===== src/rtl/mux_gate_sequencer.sv =====
// Bit-serial logic unit: AND / OR / NOT(a) computed LSB first through one 2:1 mux
// gate cell whose select is the current bit of operand A.
module mux_gate_sequencer #(
    parameter int WIDTH = 8
) (
    input  logic             clk,
    input  logic             rst_n,
    input  logic             start,
    input  logic [1:0]       op,
    input  logic [WIDTH-1:0] a,
    input  logic [WIDTH-1:0] b,
    output logic             busy,
    output logic             done,
    output logic [WIDTH-1:0] result,
    output logic             err
);

    localparam int CW = $clog2(WIDTH) + 1;

    typedef enum logic [1:0] {
        IDLE = 2'd0,
        RUN  = 2'd1,
        DONE = 2'd2
    } state_t;

    localparam logic [1:0] OP_AND = 2'b00;
    localparam logic [1:0] OP_OR  = 2'b01;
    localparam logic [1:0] OP_NOT = 2'b10;
    localparam logic [1:0] OP_RSV = 2'b11;

    state_t           state, state_nx;
    logic [WIDTH-1:0] a_sr, b_sr, res_sr;
    logic [1:0]       op_q;
    logic [CW-1:0]    cnt;
    logic             accept, last_bit;
    logic             gate_in0, gate_in1, gate_out;

    // NOTE: state registers use non-blocking assignments so every flop samples
    // pre-edge values, independent of block ordering.
    always_ff @(posedge clk or negedge rst_n) begin
        if (!rst_n) state <= IDLE;
        else        state <= state_nx;
    end

    assign last_bit = (cnt == CW'(WIDTH - 1));

    // NOTE: every output of this block gets a default first, so no path leaves
    // a signal unassigned and no latch is inferred.
    always_comb begin
        state_nx = state;
        accept   = 1'b0;
        case (state)
            IDLE: if (start) begin
                accept   = 1'b1;
                state_nx = (op == OP_RSV) ? DONE : RUN;
            end
            RUN:     if (last_bit) state_nx = DONE;
            DONE:    state_nx = IDLE;
            default: state_nx = IDLE;
        endcase
    end

    // Data inputs of the single mux cell, chosen by the captured opcode.
    always_comb begin
        gate_in0 = 1'b0;
        gate_in1 = 1'b0;
        case (op_q)
            OP_AND: begin gate_in0 = 1'b0;    gate_in1 = b_sr[0]; end
            OP_OR:  begin gate_in0 = b_sr[0]; gate_in1 = 1'b1;    end
            OP_NOT: begin gate_in0 = 1'b1;    gate_in1 = 1'b0;    end
            default: begin gate_in0 = 1'b0;   gate_in1 = 1'b0;    end
        endcase
    end

    assign gate_out = a_sr[0] ? gate_in1 : gate_in0;

    // NOTE: shift registers and counter are reset too, so an aborted run
    // leaves no stale operand or partial result behind.
    always_ff @(posedge clk or negedge rst_n) begin
        if (!rst_n) begin
            a_sr   <= '0;
            b_sr   <= '0;
            res_sr <= '0;
            op_q   <= '0;
            cnt    <= '0;
        end else if (accept) begin
            a_sr   <= a;
            b_sr   <= b;
            op_q   <= op;
            res_sr <= '0;
            cnt    <= '0;
        end else if (state == RUN) begin
            a_sr   <= a_sr >> 1;
            b_sr   <= b_sr >> 1;
            res_sr <= {gate_out, res_sr[WIDTH-1:1]};
            cnt    <= cnt + CW'(1);
        end
    end

    // Outputs are loaded only on leaving DONE and hold until the next one.
    always_ff @(posedge clk or negedge rst_n) begin
        if (!rst_n) begin
            done   <= 1'b0;
            result <= '0;
            err    <= 1'b0;
        end else begin
            done <= 1'b0;
            if (state == DONE) begin
                done   <= 1'b1;
                result <= res_sr;
                err    <= (op_q == OP_RSV);
            end
        end
    end

    assign busy = (state != IDLE);

endmodule


===== config.mk =====
export PLATFORM = sky130hd
export DESIGN_NAME = mux_gate_sequencer
export DESIGN_NICKNAME = d
export VERILOG_FILES = /design/src/rtl/mux_gate_sequencer.sv
export SDC_FILE = /design/constraint.sdc
export NUM_CORES = 1
export LEC_CHECK = 0
export CAP_MARGIN = 20
export CELL_PAD_IN_SITES_DETAIL_PLACEMENT = 0
export CELL_PAD_IN_SITES_GLOBAL_PLACEMENT = 2
export CORE_UTILIZATION = 34
export DETAILED_ROUTE_END_ITERATION = 7
export PLACE_DENSITY_LB_ADDON = 0.25
export SYNTH_ARGS = -nofsm -noshare
export SYNTH_HDL_FRONTEND = slang
export SYNTH_SLANG_ARGS = --single-unit

===== constraint.sdc =====
create_clock -name clk -period 1.7 [get_ports clk]
set_input_delay 0.34 -clock clk [delete_from_list [all_inputs] [get_ports clk]]
set_output_delay 0.34 -clock clk [all_outputs]
set_load 0.005 [all_outputs]

* After elaboration in Yosys (flattened, before gate mapping)
Index checks and enable logic that the tools add are counted.
W data, S select, Z words.
** Operators by class
- Add/sub/neg operators :: 1
- Muxes and demuxes :: 18
- Eq/ne operators :: 9
- Reductions and logical operators :: 5
** Operators by type and width (count)
- $mux W8 :: 6
- $eq A2 B2 Y1 const B :: 4
- $mux W4 :: 2
- $mux W2 :: 3
- $add A4 B1 Y4 const B :: 1
- $eq A2 B1 Y1 const B :: 2
- $eq A4 B3 Y1 const B :: 1
- $logic_not A2 Y1 :: 2
- $mux W1 :: 4
- $ne A2 B2 Y1 const B :: 2
- $pmux W1 S2 :: 2
- $pmux W2 S2 :: 1
- $reduce_bool A2 Y1 :: 2
- $reduce_and A2 Y1 :: 1
** Storage, ports and cells
- Output and inout port bits :: 11
- Flip-flop bits (word level) :: 42
- Input bits :: 21
- Logic and storage cells :: 42

* Logic depth before layout (Yosys ltp)
- Depth in word-level cells :: 5
- Depth in mapped cells :: 5
- Gate-level depth less buffers :: 5

* Worst setup path after synthesis
No wires, ideal clock.
- Path kind :: register to output
- From :: register state[0]
- To :: output busy
- Data required time :: 1360 ps
- Data arrival time :: 1004 ps
- Path buffers :: 2
- Path slack :: 356 ps
- Stages on the path, launching flop included :: 4
- Cells stage by stage :: dfrtp_1 -> buf_2 -> buf_4 -> or2_2
** Between the ends
- Cells in the longest elaborated chain, start to end :: 1
** Ends and longest elaborated chain
- start: declaration :: RTL line 31 : state_t state, state_nx;
- start signal: assignment :: RTL line 42 : else state <= state_nx;
- $reduce_bool A2 Y1 :: RTL line 116 : assign busy = (state != IDLE);
- end: declaration :: RTL line 12 : output logic busy,
Every way passes these cells.

* Worst setup path in the final report
- From :: register state[1]
- To :: output busy
The elaborated chain is that of the path after synthesis.

==> metrics.csv <==
metric,value,unit
"Avg Cell Area, Syn",11.7,um2
Peak Freq,632,MHz
Async SR Flop Fraction,100,%
"Seq/Total Area, Yosys",57.6,%
Post-Syn Instances,156,
clk sinks,42,
HP Class,input port to asynchronous set/reset pin,
fill count,504,
die area,5670,um2
post-synthesis mux area share,7.33,%
unrepaired setup endpoints after global routing,no,
"CTS clk-pin slew, worst paths",0.08,ns
worst-path maximum fanout,2,
CTS root buffer,clkbuf_8,
Startpoint Class,flop,
# setup viols final,0,
Post-Synth XOR/XNOR Area,0,%
clock buffer depth,2,
hold_buf cts,0,
setup_tns,0,ns
Power Density,1620,nW/um2
relative slew slack,68.0,%
H-tree Lvls,2,
largest family of logic cells by synthesized area,compound AO/OA/AOI/OAI gates,
Compound-Gate Fraction of Synth Area,18.2,%
CP endpoint kind,output pin,
Post-Syn Nets,182,
Post-Syn Area,1830,um2
Least-Margin Pin Slew,0.480,ns
TritonCTS Buffers,5,
Simple-Gate Fraction of Synth Area,9.39,%
post-synthesis adder-cell area fraction,3.43,%
fin crit period,1.58,ns
post-DP HPWL,2570,um
"Clk Latency, worst-skew pair",0.29,ns
Post-CTS Setup Repair Bufs,0,
post_cts resized,1,
maxcap violations,0,
final WL,3570,um
first-pass GRT wire length,6090,um
Worst Setup Path Type,flop to output pin,
GRT Util Overall,14.7,%
Die Height,75.3,um
Max Slew Vio Count,0,
die width,75.3,um
fin nets,220,
initial core utilization,35.5,%
row cnt,26,
Synth cell types,26,
PortBufs,31,
CP Data Required Time,1.36,ns
YS warnings,0,
CTS tree,built,
# diodes,0,
WP data arrival,1.24,ns
worst hold margin,-0.000365,ns
via count,1319,
I/O pin total,32,
Post-synth EDFFs,0,
Worst Skew,0.00684,ns
WL/cell,13.5,um
top_reg_cell synth,dfrtp_1,
violations in the final reports,hold timing,
initial antenna violation count,0,
"FF+latch count, synth",42,
via/cell ratio,4.98,
number of global-route vias before repair,1324,
Remaining DRCs,0,
gpl congestion,0.734,
Final Power,3890,uW
Antenna Nets Post-Route,0,
Final Hold Viols,1,
fraction of layout cells with a size suffix above 1,15.9,%
area delta synth->final,31.3,%
Final period util,93.0,%
GR Overflow Total,0,
core area,5140,um2
worst reg-to-reg setup slack,0.20,ns
Worst IR Drop VDD,0.533,mV
1st-iter DRT viols,65,
Pre-antenna DRT Iters,4,
Lkg Pwr,0.00108,uW
status,"finished, violations left",
pin count of the biggest net entering global routing,25,
[kinds of logic after synthesis]
kind of cell,after synthesis
AO/OA/AOI/OAI,49
flip-flops,42
AND/OR/NAND/NOR,35
buffers and inverters,13
multiplexers,12
adder cells (fa/ha/maj),5
[power breakdown]
part	switching, uW	total [uW]	internal [uW]
Clock	334	960	626
Sequential	236	1600	1370
Combinational	623	1330	704
[flip-flops by register name (all words and copies together) (netlist names)]
signal,flops
b_sr,8
cnt,4
state,2
err,1
op_q,2
res_sr,8
done,1
a_sr,8
result,8
[final timing paths]
| path | start | end | depth (start not counted) |
|---|---|---|---|
| hold / removal | rst_n | b_sr[7]$_DFFE_PN0P_ | 1 |
| hold reg to reg | a_sr[3]$_DFFE_PN0P_ | a_sr[3]$_DFFE_PN0P_ | 2 |
| setup reg to reg | state[0]$_DFFE_PN0P_ | result[7]$_DFFE_PN0P_ | 3 |
| min in group clk | a_sr[3]$_DFFE_PN0P_ | a_sr[3]$_DFFE_PN0P_ | 2 |
| max in group asynchronous | rst_n | result[6]$_DFFE_PN0P_ | 2 |
| setup / recovery | state[1]$_DFFE_PN0P_ | busy | 2 |
[synth_stat cells (all sizes together), types with 2 or more instances]
library cell  count  share of area (%)
a21oi             2               0.55
a22o             10                4.8
a22oi            14                5.8
buf               9                3.2
dfrtp            42                 58
ha                5                3.4
inv               3               0.62
mux2             11                6.8
nand2            22                4.5
nand2b            2               0.69
nand3             3               0.82
nor2b             4                1.8
o21ai            20                5.5
[critical path, stage by stage (launching register included)]
cell	delay, ns
dfrtp_1	0.38
or2_2	0.30
dlygate4sd2_1	0.27
[placed cells by master, fill, tap and decap left out, drive strengths merged]
cell            n
clkbuf          6
nand3           3
mux2           11
nor2b           4
inv             3
nand2          22
a22o           10
nand2b          2
or2             1
clkdlybuf4s50  29
ha              5
and3b           1
a221oi          1
o21ai          20
dlygate4sd2     1
nor3b           1
dfrtp          42
o311ai          1
a22oi          14
buf            11
or3             1
mux2i           1
o21bai          1
a21oi           2
bufinv          2
[per-layer routing]
| layer | part of all wire, % | vias up | wire, um | global-route usage, % |
|---|---|---|---|---|
| li1 | - | 634 | - | - |
| met1 | 44 | 648 | 1580 | 16.7 |
| met2 | 50 | 28 | 1770 | 25.8 |
| met3 | 4.0 | 9 | 143 | 4.15 |
| met4 | 2.2 | 0 | 78 | 6.79 |
| met5 | 0 | - | 0 | 0 |
[layout make-up]
cell class | instances | area (um2) | share of cell area (%)
Timing Repair Buffer | 41 | 404 | 16.9
Sequential cell | 42 | 1050 | 43.9
Clock inverter | 2 | 60.1 | 2.51
Multi-Input combinational cell | 101 | 699 | 29.2
Inverter | 3 | 11.3 | 0.470
Tap cell | 70 | 87.6 | 3.66
Clock buffer | 6 | 82.6 | 3.45
[through the flow]
stage	instance area, um2	setup slack, ns	instances	utilization, %
after floorplan	1830	0.356	156	-
after global placement	2250	0.0866	257	43.9
after detailed placement	2250	0.0471	257	43.9
after CTS	2400	0.0974	265	46.6
after global routing	2400	0.0845	265	46.6
final	2400	0.119	265	46.6
No activity file was read; power rests on OpenSTA's default activity.
